===== src/rtl/scr1_imem_arb.sv =====
`timescale 1ns/1ps
// scr1_imem_arb: shares the SCR1 IMEM read port between the fetch unit (M0)
// and a secondary instruction reader (M1). Round-robin grant with a lock that
// holds the owner while the bridge stalls, and an in-order ID FIFO that steers
// each bridge response back to the requester that issued it.
module scr1_imem_arb #(
    parameter int OUTSTD_MAX = 2,
    parameter int AW         = 32,
    parameter int DW         = 32
) (
    input  logic          clk,
    input  logic          rst_n,

    input  logic          m0_req,
    output logic          m0_req_ack,
    input  logic [AW-1:0] m0_addr,
    output logic [DW-1:0] m0_rdata,
    output logic [1:0]    m0_resp,

    input  logic          m1_req,
    output logic          m1_req_ack,
    input  logic [AW-1:0] m1_addr,
    output logic [DW-1:0] m1_rdata,
    output logic [1:0]    m1_resp,

    output logic          s_req,
    input  logic          s_req_ack,
    output logic [AW-1:0] s_addr,
    input  logic [DW-1:0] s_rdata,
    input  logic [1:0]    s_resp,

    output logic          err_unexp_resp
);

    typedef enum logic {
        REQ_M0 = 1'b0,
        REQ_M1 = 1'b1
    } req_id_e;

    // The ID storage is always four deep so the 2-bit pointers index it
    // exactly; only the first OUTSTD_MAX entries are ever used.
    localparam int FIFO_SLOTS = 4;

    req_id_e    owner;
    logic       owner_req;
    logic       full;
    logic       accept;
    logic       resp_valid;
    logic       pop;
    req_id_e    head_id;

    logic [2:0] count_q,      count_d;
    logic [1:0] wr_ptr_q,     wr_ptr_d;
    logic [1:0] rd_ptr_q,     rd_ptr_d;
    req_id_e    ids_q [FIFO_SLOTS];
    req_id_e    ids_d [FIFO_SLOTS];
    req_id_e    rr_last_q,    rr_last_d;
    logic       lock_q,       lock_d;
    req_id_e    lock_owner_q, lock_owner_d;
    logic       err_q,        err_d;

    // Pointer advance that wraps at OUTSTD_MAX, which need not be a power of two.
    function automatic logic [1:0] ptr_inc(input logic [1:0] p);
        return (p == 2'(OUTSTD_MAX - 1)) ? 2'd0 : p + 2'd1;
    endfunction

    // Pick the owner (locked owner first, then round-robin on a tie) and drive the bridge request.
    always_comb begin
        if (lock_q) begin
            owner = lock_owner_q;
        end else if (m0_req && m1_req) begin
            owner = (rr_last_q == REQ_M1) ? REQ_M0 : REQ_M1;
        end else if (m1_req) begin
            owner = REQ_M1;
        end else begin
            owner = REQ_M0;
        end
        owner_req  = (owner == REQ_M1) ? m1_req : m0_req;
        full       = (count_q == 3'(OUTSTD_MAX));
        s_req      = owner_req && !full;
        s_addr     = (owner == REQ_M1) ? m1_addr : m0_addr;
        accept     = s_req && s_req_ack;
        m0_req_ack = accept && (owner == REQ_M0);
        m1_req_ack = accept && (owner == REQ_M1);
    end

    // Steer a bridge response to the requester at the head of the ID FIFO in the same cycle.
    always_comb begin
        resp_valid = (s_resp != 2'b00);
        pop        = resp_valid && (count_q != 3'd0);
        head_id    = ids_q[rd_ptr_q];
        m0_resp    = 2'b00;
        m0_rdata   = '0;
        m1_resp    = 2'b00;
        m1_rdata   = '0;
        if (pop) begin
            if (head_id == REQ_M0) begin
                m0_resp  = s_resp;
                m0_rdata = s_rdata;
            end else begin
                m1_resp  = s_resp;
                m1_rdata = s_rdata;
            end
        end
    end

    // Next-state for the ID FIFO, occupancy, round-robin history, lock and sticky error.
    always_comb begin
        ids_d        = ids_q;
        wr_ptr_d     = wr_ptr_q;
        rd_ptr_d     = rd_ptr_q;
        count_d      = count_q;
        rr_last_d    = rr_last_q;
        lock_d       = lock_q;
        lock_owner_d = lock_owner_q;
        err_d        = err_q || (resp_valid && (count_q == 3'd0));

        if (accept) begin
            ids_d[wr_ptr_q] = owner;
            wr_ptr_d        = ptr_inc(wr_ptr_q);
            rr_last_d       = owner;
        end
        if (pop) begin
            rd_ptr_d = ptr_inc(rd_ptr_q);
        end
        case ({accept, pop})
            2'b10:   count_d = count_q + 3'd1;
            2'b01:   count_d = count_q - 3'd1;
            default: count_d = count_q;
        endcase

        // A stalled request keeps its owner until accepted; a full FIFO
        // leaves the lock as it is, and a withdrawn request releases it.
        if (accept) begin
            lock_d = 1'b0;
        end else if (s_req) begin
            lock_d       = 1'b1;
            lock_owner_d = owner;
        end else if (!owner_req) begin
            lock_d = 1'b0;
        end
    end

    // State registers; reset drops any in-flight IDs and favours M0 on the first tie.
    always_ff @(posedge clk or negedge rst_n) begin
        if (!rst_n) begin
            count_q      <= 3'd0;
            wr_ptr_q     <= 2'd0;
            rd_ptr_q     <= 2'd0;
            for (int i = 0; i < FIFO_SLOTS; i++) begin
                ids_q[i] <= REQ_M0;
            end
            rr_last_q    <= REQ_M1;
            lock_q       <= 1'b0;
            lock_owner_q <= REQ_M0;
            err_q        <= 1'b0;
        end else begin
            count_q      <= count_d;
            wr_ptr_q     <= wr_ptr_d;
            rd_ptr_q     <= rd_ptr_d;
            ids_q        <= ids_d;
            rr_last_q    <= rr_last_d;
            lock_q       <= lock_d;
            lock_owner_q <= lock_owner_d;
            err_q        <= err_d;
        end
    end

    assign err_unexp_resp = err_q;

endmodule


===== config.mk =====
export PLATFORM = sky130hd
export DESIGN_NAME = scr1_imem_arb
export DESIGN_NICKNAME = d
export VERILOG_FILES = /design/src/rtl/scr1_imem_arb.sv
export SDC_FILE = /design/constraint.sdc
export NUM_CORES = 1
export LEC_CHECK = 0
export ABC_AREA = 1
export CAP_MARGIN = 20
export CORE_UTILIZATION = 31
export CTS_CLUSTER_SIZE = 24
export DETAILED_ROUTE_END_ITERATION = 12
export PLACE_DENSITY = 0.92
export SYNTH_ARGS = -nofsm -noshare
export SYNTH_HDL_FRONTEND = slang
export SYNTH_SLANG_ARGS = --single-unit

===== constraint.sdc =====
create_clock -name clk -period 2.85 [get_ports clk]
set_input_delay 0.285 -clock clk [delete_from_list [all_inputs] [get_ports clk]]
set_output_delay 0.285 -clock clk [all_outputs]
set_load 0.01 [all_outputs]

==> results.sh, run 1 <==
export IMPL_drtIter0Drc=71
export IMPL_finalSetupViolCount=0
export IMPL_worstSkewPairLatency_ns=0.24
export IMPL_fin_hold_ws_ns=0.4577
export IMPL_cts_resized_gates=0
export IMPL_routed_wl_um=7378
export IMPL_route_met3_wl_um=652
export IMPL_die_width_um=85.85
export IMPL_wl_met2_um=4022
export IMPL_intPower_mw=1.699
export IMPL_multi_input_area_sq_um=1368
export IMPL_wl_met1_um=2541
export IMPL_synth_ff_type="dfrtp_1"
export IMPL_post_cts_buffers=0
export IMPL_grt_max_degree=65
export IMPL_worst_setup_path_start_kind="flip-flop"
export IMPL_cts_root_buf="clkbuf_8"
export IMPL_dpl_cell_area_sq_um=4190
export IMPL_start_util=0.3208
export IMPL_status="finished, final reports clean"
export IMPL_routed_top_layer="met4"
export IMPL_finalMaxSlewViolations=0
export IMPL_crit_family="buffers and inverters"
export IMPL_layout_nets=611
export IMPL_io_buffers=206
export IMPL_ir_worst_vdd_v=0.0003708
export IMPL_synthArstFlopShare=1.000
export IMPL_fin_util=0.6234
export IMPL_required_ns=2.57
export IMPL_final_hold_violation_count=0
export IMPL_cts_sinks=15
export IMPL_arrival_ns=2.29
export IMPL_setup_ws_ns=0.2723
export IMPL_yosys_area_top_type="nor3_2"
export IMPL_cts_hold_buffers=0
export IMPL_yosysTopAreaCellShare=0.2801
export IMPL_synth_edff_count=0
export IMPL_ff_latch_area_sq_um=376.6
export IMPL_timing_final_crit_share=0.9044
export IMPL_cp_max_fo=34
export IMPL_maxCapViolCount=0
export IMPL_io_pins=207
export IMPL_worstPathCellList="a21oi_1, o21ai_1, nand2_2, inv_4, nor3_1, clkdlybuf4s50_1"
export IMPL_num_vias=2646
export IMPL_antenna_cells=0
export IMPL_place_congestion=0.8666
export IMPL_place_ws_ns=0.3468
export IMPL_slew_headroom=0.5385
export IMPL_cp_num_buf_inv=2
export IMPL_drive_gt1_frac=0.1525
export IMPL_area_delta_synth_final_pct=94.32
export IMPL_die_area_sq_um=7370
export IMPL_design_core_area_sq_um=6794
export IMPL_power_density_nw_per_um2=763.5
export IMPL_overflow=0
export IMPL_cp_slowest_cell="clkdlybuf4s50_1"
export IMPL_grt_use_total=0.1926
export IMPL_cts_buffers=3
export IMPL_clock_power_share=0.052
export IMPL_fin_setup_tns_ns=0
export IMPL_clkTransAtPathRegs_ns=0.06
export IMPL_power_frac_comb=0.832
export IMPL_post_synth_num_cell_types=31
export IMPL_synthTopCellsByArea="nor3_2 (28%), nand2_1 (19%), dfrtp_1 (16%), inv_1 (9.3%), buf_12 (5.5%)"
export IMPL_layout_cells_most_common_list="clkdlybuf4s50_1 (206), nand2_1 (108), nor3_2 (61)"
export IMPL_p_leak_nw=1.849
export IMPL_ctsHtreeMaxLevel=1
export IMPL_viasPerCell=4.403
export IMPL_swShare=0.4746
export IMPL_fin_area_sq_um=4235
export IMPL_grt_pass1_vias=2440
export IMPL_std_cell_rows=30
export IMPL_switchingPower_mw=1.535
export IMPL_n_fill_cell=582
export IMPL_syn_avg_cell_area_sq_um=7.008
export IMPL_seq_power_share=0.116
export IMPL_hold_path_class="in2async"
export IMPL_grt_pass1_wl_um=11260
export IMPL_fmax_ghz=0.3880
export IMPL_antenna_found_initial=0
export IMPL_drc=0
export IMPL_wl_per_cell_um=12.28
export IMPL_final_common_cell="clkdlybuf4s50_1"
export IMPL_path_class="reg2out"
export IMPL_rsz0062_at_grt="false"
export IMPL_die_h_um=85.85
export IMPL_dp_hpwl_um=6333
export IMPL_synthCells=311
export IMPL_skew_ns=0.003013
export IMPL_ant_nets=0
export IMPL_ys_ff_latch=15
export IMPL_synthesis_nets=416
export IMPL_worst_pin_slew_ns=0.6900
export IMPL_cts_max_path_buffers=2
export IMPL_synth_area_sq_um=2180
export IMPL_drtPass1Iterations=4
export IMPL_ys_seq_area_frac=0.1728
export IMPL_cts_tree="built"
export IMPL_synth_warnings=0
export IMPL_crit_path_end_kind="output port"
export IMPL_max_stage_delay_ns=0.57
export IMPL_period_minus_slack_ns=2.578
-- per-layer routing --
metal | vias up | global-route usage
met4 | 0 | 0.06818
met1 | 1151 | 0.1796
met3 | 10 | 0.05967
met2 | 139 | 0.3891
li1 | 1346 | -
met5 | - | 0
-- worst register-to-register path: cells and delay by family, from the launching register on --
family                     cells  cell delay, ns
AOI/OAI and AO/OA              2            0.26
xor gates and xnor gates       1            0.16
adders and majority gates      2            0.54
buffers and inverters          1            0.06
DFF                            1            0.53
and+or+nand+nor                4            0.47
-- cells by family (layout without fill, tap and decap cells) --
kind of cell             count (synthesis)  in the layout  share of synthesized area
AND/OR/NAND/NOR                        196            196                     0.5482
XOR/XNOR                                 4              4                    0.01608
buffers and inverters                   76            270                     0.1998
flip-flops                              15             15                     0.1728
adder cells (fa/ha/maj)                  2              2                    0.01492
AO/OA/AOI/OAI                           18             18                    0.04822
-- cells in the mapped netlist, types with 3 or more instances --
cell,number
buf_12,6
clkbuf_1,3
nor3_1,7
nand2_1,108
o21ai_1,3
inv_1,54
a21oi_1,5
buf_2,6
nor2_1,6
buf_6,4
nand3_1,7
o21bai_1,5
dfrtp_1,14
o21ai_0,4
nor3_2,61
xor2_1,3
-- power groups by stage --
stage / logic, mW / clock network, mW / registers, mW
finish: 2.69 / 0.168 / 0.374
global route: 2.92 / 0.183 / 0.386
CTS: 2.72 / 0.174 / 0.374
detailed placement: 2.71 / 0 / 0.376
global placement: 2.66 / 0 / 0.371
floorplan: 1.62 / 0 / 0.362
-- worst paths after layout --
path | endpoint | slack [ns] | cells past startpoint | from
min in group clk | rr_last_q | 0.50 | 2 | rr_last_q
min reg2reg | rr_last_q | 0.50 | 2 | rr_last_q
max | m0_rdata[31] | 0.27 | 6 | rd_ptr_q[0]
max reg2reg | count_q[2] | 0.72 | 10 | rr_last_q
max in group asynchronous | ids_q[3] | 1.95 | 1 | rst_n
min | lock_owner_q | 0.46 | 1 | rst_n
-- registers in the layout, summed over array words and instances, names as in the netlist --
signal          cells
count_q             3
err_unexp_resp      1
ids_q               4
lock_owner_q        1
lock_q              1
rd_ptr_q            2
rr_last_q           1
wr_ptr_q            2
-- per-stage QoR --
stage,power (mW),instances
3_3_place_gp,3.026,597
4_1_cts,3.264,601
5_1_grt,3.490,601
2_1_floorplan,1.979,311
6_report,3.234,601
3_5_place_dp,3.089,597
-- layout make-up --
type	instances	area share
Clock buffer	4	0.01064
Timing Repair Buffer	209	0.4951
Sequential cell	15	0.08892
Multi-Input combinational cell	220	0.3229
Tap cell	96	0.02836
Inverter	57	0.05406
Note: power is estimated with default switching activity, not from simulation.
==> run 2: changes to the inputs <==
--- a/config.mk
+++ b/config.mk
@@ -7,6 +7,7 @@
 export LEC_CHECK = 0
 export ABC_AREA = 1
 export CAP_MARGIN = 20
+export CORE_ASPECT_RATIO = 1.75
 export CORE_UTILIZATION = 31
 export CTS_CLUSTER_SIZE = 24
 export DETAILED_ROUTE_END_ITERATION = 12
==> results.sh, run 2 (synthesis gave the netlist of run 1 again) <==
export IMPL_grt_pass1_vias=2703
export IMPL_cp_slowest_cell="clkdlybuf4s50_1"
export IMPL_setup_ws_ns=0.4307
export IMPL_period_minus_slack_ns=2.419
export IMPL_largest_register="ids_q"
export IMPL_reg2regPathDepth=10
export IMPL_crit_start="rd_ptr_q[0]"
export IMPL_post_cts_buffers=0
export IMPL_final_hold_violation_count=0
export IMPL_drc=0
export IMPL_timing_final_crit_share=0.8489
export IMPL_n_fill_cell=582
export IMPL_viasPerCell=4.690
export IMPL_grt_use_total=0.2206
export IMPL_arrival_ns=2.13
export IMPL_fmax_ghz=0.4133
export IMPL_required_ns=2.57
export IMPL_io_pins=207
export IMPL_cts_resized_gates=0
export IMPL_endpoint="m1_resp[1]"
export IMPL_crit_cells=6
export IMPL_die_h_um=112.9
export IMPL_drtPass1Iterations=5
export IMPL_ir_worst_vdd_v=0.0005249
export IMPL_cts_tree="built"
export IMPL_cts_buffers=3
export IMPL_antenna_cells=0
export IMPL_routed_wl_um=8213
export IMPL_rsz0062_at_grt="false"
export IMPL_final_common_cell="clkdlybuf4s50_1"
export IMPL_clkTransAtPathRegs_ns=0.05
export IMPL_layout_cells_most_common_list="clkdlybuf4s50_1 (206), nand2_1 (108), nor3_2 (61)"
export IMPL_io_buffers=206
export IMPL_worst_pin_slew_ns=0.6794
export IMPL_crit_path_end_kind="output port"
export IMPL_wl_per_cell_um=13.92
export IMPL_cts_sinks=15
export IMPL_std_cell_rows=40
export IMPL_slew_headroom=0.5456
export IMPL_multi_input_area_sq_um=1368
export IMPL_start_util=0.3202
export IMPL_die_width_um=65.39
export IMPL_worstSkewPairLatency_ns=0.25
export IMPL_fin_setup_tns_ns=0
export IMPL_skew_ns=0.003510
export IMPL_largest_register_ffs=4
export IMPL_antenna_found_initial=0
export IMPL_finalSetupViolCount=0
export IMPL_path_class="reg2out"
export IMPL_cp_num_buf_inv=2
export IMPL_ant_nets=0
export IMPL_crit_family="buffers and inverters"
export IMPL_design_core_area_sq_um=6807
export IMPL_area_delta_synth_final_pct=94.95
export IMPL_drive_gt1_frac=0.1542
export IMPL_overflow=0
export IMPL_worst_setup_path_start_kind="flip-flop"
export IMPL_drtIter0Drc=83
export IMPL_dp_hpwl_um=7017
export IMPL_maxCapViolCount=0
export IMPL_hold_path_class="in2async"
export IMPL_p_leak_nw=1.864
export IMPL_place_ws_ns=0.3798
export IMPL_max_stage_delay_ns=0.52
export IMPL_cts_max_path_buffers=2
export IMPL_die_area_sq_um=7384
export IMPL_num_vias=2767
export IMPL_cts_hold_buffers=0
export IMPL_cp_max_fo=34
export IMPL_finalMaxSlewViolations=0
export IMPL_rrSetupSlack_ns=0.57
export IMPL_power_density_nw_per_um2=796.7
export IMPL_status="finished, final reports clean"
export IMPL_ctsHtreeMaxLevel=1
export IMPL_place_congestion=0.8043
export IMPL_grt_max_degree=65
export IMPL_cts_root_buf="clkbuf_16"
export IMPL_reg_top3="ids_q (4), count_q (3)"
export IMPL_layout_nets=612
export IMPL_grt_pass1_wl_um=12520
export IMPL_worstPathCellList="a21oi_1, o21ai_1, nand2_2, buf_4, nor3_1, clkdlybuf4s50_1"
export IMPL_timing_rr_end="count_q[2]"
export IMPL_r2r_start="rr_last_q"
export IMPL_totalPowerFinal_mw=3.385
export IMPL_ff_latch_area_sq_um=376.6
## run 2: changes by cell type in the layout (fill, tap and decap cells not counted)
| cell | delta |
|---|---|
| clkbuf_8 | -3 |
| buf_12 | -1 |
| clkbuf_16 | +3 |
| buf_4 | +2 |
## run 2: how the worst min path moves through the flow
stage | cells past startpoint | from | slack (ns) | end
6_report | 1 | rst_n | 0.45 | wr_ptr_q[0]
5_1_grt | 1 | rst_n | 0.50 | lock_q
4_1_cts | 1 | rst_n | 0.47 | wr_ptr_q[0]
3_5_place_dp | 2 | rr_last_q | 0.48 | rr_last_q
3_3_place_gp | 1 | err_unexp_resp | 0.47 | err_unexp_resp
2_1_floorplan | 0 | rst_n | -0.01 | count_q[0]
## run 2: metal layers
| metal | wire (um) | track usage | vias to the layer above |
|---|---|---|---|
| met4 | 131 | 0.06377 | 0 |
| met5 | 0 | 0 | - |
| met2 | 4455 | 0.4412 | 179 |
| met1 | 2761 | 0.2062 | 1227 |
| met3 | 863 | 0.05948 | 9 |
| li1 | - | - | 1352 |
## run 2: power by group
part / total, mW / internal (mW) / switching, mW
Sequential: 0.379 / 0.303 / 0.0767
Combinational: 2.73 / 1.28 / 1.44
Clock: 0.279 / 0.190 / 0.0894
Total: 3.39 / 1.78 / 1.61
## run 2: worst reg2reg max path: cells and delay by family (launching register included)
kind / cells / cell delay [ns]
flip-flops: 1 / 0.53
adder cells (fa/ha/maj): 2 / 0.56
AND/OR/NAND/NOR: 4 / 0.47
buffers and inverters: 1 / 0.07
AO/OA/AOI/OAI: 2 / 0.34
XOR/XNOR: 1 / 0.18
## run 2: through the flow
stage	utilization	hold WS [ns]	cell area, sq um	cells
2_1_floorplan	-	-0.01059	2180	311
3_3_place_gp	0.6127	0.4720	4170	586
3_5_place_dp	0.6127	0.4839	4170	586
4_1_cts	0.6243	0.4706	4249	590
5_1_grt	0.6243	0.5025	4249	590
6_report	0.6243	0.4478	4249	590
## run 2: layout make-up
class                           count  share of cell area
Inverter                           57             0.05389
Tap cell                           84             0.02474
Multi-Input combinational cell    220              0.3218
Clock buffer                        4             0.01855
Sequential cell                    15             0.08863
Timing Repair Buffer              210              0.4923
==> run 3: changes to the inputs <==
--- a/config.mk
+++ b/config.mk
@@ -8,10 +8,10 @@
 export ABC_AREA = 1
 export CAP_MARGIN = 20
 export CORE_ASPECT_RATIO = 1.75
-export CORE_UTILIZATION = 31
+export CORE_UTILIZATION = 28
 export CTS_CLUSTER_SIZE = 24
 export DETAILED_ROUTE_END_ITERATION = 12
-export PLACE_DENSITY = 0.92
+export PLACE_DENSITY = 0.89
 export SYNTH_ARGS = -nofsm -noshare
 export SYNTH_HDL_FRONTEND = slang
 export SYNTH_SLANG_ARGS = --single-unit
==> constraint.sdc (replaced) <==
create_clock -name clk -period 2.2 [get_ports clk]
set_input_delay 0.22 -clock clk [delete_from_list [all_inputs] [get_ports clk]]
set_output_delay 0.22 -clock clk [all_outputs]
set_load 0.01 [all_outputs]
==> results.sh, run 3 (synthesis gave the netlist of run 1 again) <==
export IMPL_power_density_nw_per_um2=938.8
export IMPL_status="finished, final reports clean"
export IMPL_swShare=0.4829
export IMPL_cts_sinks=15
export IMPL_final_common_cell="nand2_1"
export IMPL_skew_ns=0.004802
export IMPL_drive_gt1_frac=0.1809
export IMPL_reg_top3="ids_q (4), count_q (3)"
export IMPL_crit_path_end_kind="output port"
export IMPL_cp_max_fo=3
export IMPL_timing_final_crit_share=0.9695
export IMPL_clkTransAtPathRegs_ns=0.05
export IMPL_final_hold_violation_count=0
export IMPL_ant_nets=0
export IMPL_area_delta_synth_final_pct=107.4
export IMPL_required_ns=1.98
export IMPL_power_frac_comb=0.801
export IMPL_die_area_sq_um=8155
export IMPL_place_ws_ns=-0.04036
export IMPL_largest_register_ffs=4
export IMPL_die_h_um=118.7
export IMPL_fmax_ghz=0.4689
export IMPL_p_leak_nw=2.999
export IMPL_grt_max_degree=65
export IMPL_maxCapViolCount=0
export IMPL_num_vias=2771
export IMPL_ir_worst_vdd_v=0.0005172
export IMPL_grt_pass1_wl_um=11150
export IMPL_intPower_mw=2.195
export IMPL_cts_hold_buffers=0
export IMPL_instances_no_fill=602
export IMPL_drtIter0Drc=41
export IMPL_worst_pin_slew_ns=0.6664
export IMPL_slew_headroom=0.5544
export IMPL_viasPerCell=4.603
export IMPL_worstSkewPairLatency_ns=0.25
export IMPL_cts_max_path_buffers=2
export IMPL_finalMaxSlewViolations=0
export IMPL_cts_tree="built"
export IMPL_io_buffers=206
export IMPL_io_pins=207
export IMPL_start_util=0.2880
export IMPL_routed_wl_um=7762
export IMPL_grt_use_total=0.1754
export IMPL_arrival_ns=1.91
export IMPL_drtPass1Iterations=4
export IMPL_setup_ws_ns=0.06716
export IMPL_overflow=0
export IMPL_finalSetupViolCount=0
export IMPL_layout_nets=620
export IMPL_grt_pass1_vias=2533
export IMPL_clock_power_share=0.084
export IMPL_cts_buffers=3
export IMPL_dp_cells=596
export IMPL_cts_root_buf="clkbuf_16"
export IMPL_die_width_um=68.70
export IMPL_worst_setup_path_start_kind="flip-flop"
export IMPL_antenna_cells=0
export IMPL_switchingPower_mw=2.049
export IMPL_seq_power_share=0.115
export IMPL_dp_hpwl_um=6131
export IMPL_drc=0
export IMPL_largest_register="ids_q"
export IMPL_place_congestion=0.7560
export IMPL_antenna_found_initial=0
export IMPL_wl_per_cell_um=12.89
export IMPL_design_core_area_sq_um=7567
export IMPL_hold_path_class="in2async"
export IMPL_std_cell_rows=42
export IMPL_layout_cells_most_common_list="nand2_1 (107), clkdlybuf4s50_1 (104), dlymetal6s2s_1 (68)"
export IMPL_ctsHtreeMaxLevel=1
export IMPL_period_minus_slack_ns=2.133
export IMPL_path_class="reg2out"
## run 3: final timing paths
check | start | to | slack [ns] | cells after the start
worst max-delay path | lock_q | s_req | 0.07 | 6
worst min-delay path | rst_n | ids_q[0] | 0.38 | 1
worst max register to register | lock_q | count_q[2] | 0.13 | 9
worst min register to register | err_unexp_resp | err_unexp_resp | 0.49 | 1
max in group asynchronous | rst_n | rd_ptr_q[0] | 1.36 | 1
min in group clk | err_unexp_resp | err_unexp_resp | 0.49 | 1
## run 3: per-stage QoR
stage                       util  cell area, sq um  hold WS [ns]  power (mW)  setup TNS, ns
after global placement    0.5610              4245        0.4672       3.992       -0.06169
after detailed placement  0.5610              4245        0.4823       4.070        -0.5925
final                     0.5974              4521        0.3791       4.244              0
after CTS                 0.5676              4295        0.4069       4.324              0
after floorplan                -              2180      -0.07559       2.564              0
after global routing      0.5974              4521        0.4450       4.595       -0.01485
## run 3: timing repair
item	4_1_cts	5_1_grt
resized for setup	39	73
endpoints found under the setup margin	81	69
gates cloned	0	1
buffers inserted	0	1
pin swaps	1	1
## run 3: metal layers
layer  track usage  routed length [um]
met1        0.1656                2501
met2        0.3346                4151
met3       0.05695                1016
met4       0.05230                  93
met5             0                   0
## run 3: power groups by stage
stage / Combinational [mW] / Clock (mW) / Sequential [mW]
final: 3.40 / 0.358 / 0.487
after global routing: 3.72 / 0.377 / 0.499
after CTS: 3.47 / 0.366 / 0.485
after detailed placement: 3.58 / 0 / 0.487
after global placement: 3.51 / 0 / 0.482
after floorplan: 2.09 / 0 / 0.469
## run 3: critical path, cell delays in order, from the launching register on
cell and delay [ns]:
dfrtp_1 0.34, nand2_1 0.14, or2_2 0.34, buf_4 0.15
nand3_1 0.13, inv_1 0.08, clkdlybuf4s50_1 0.48
## run 3: cell type report
cell class,instances,area [sq um]
tap,88,110.1
timing repair buffer,218,2322
inverter,57,241.5
clock inverter,1,5.005
sequential,15,377.9
multi-input combinational,220,1389
clock buffer,3,75.07
fill,643,3047
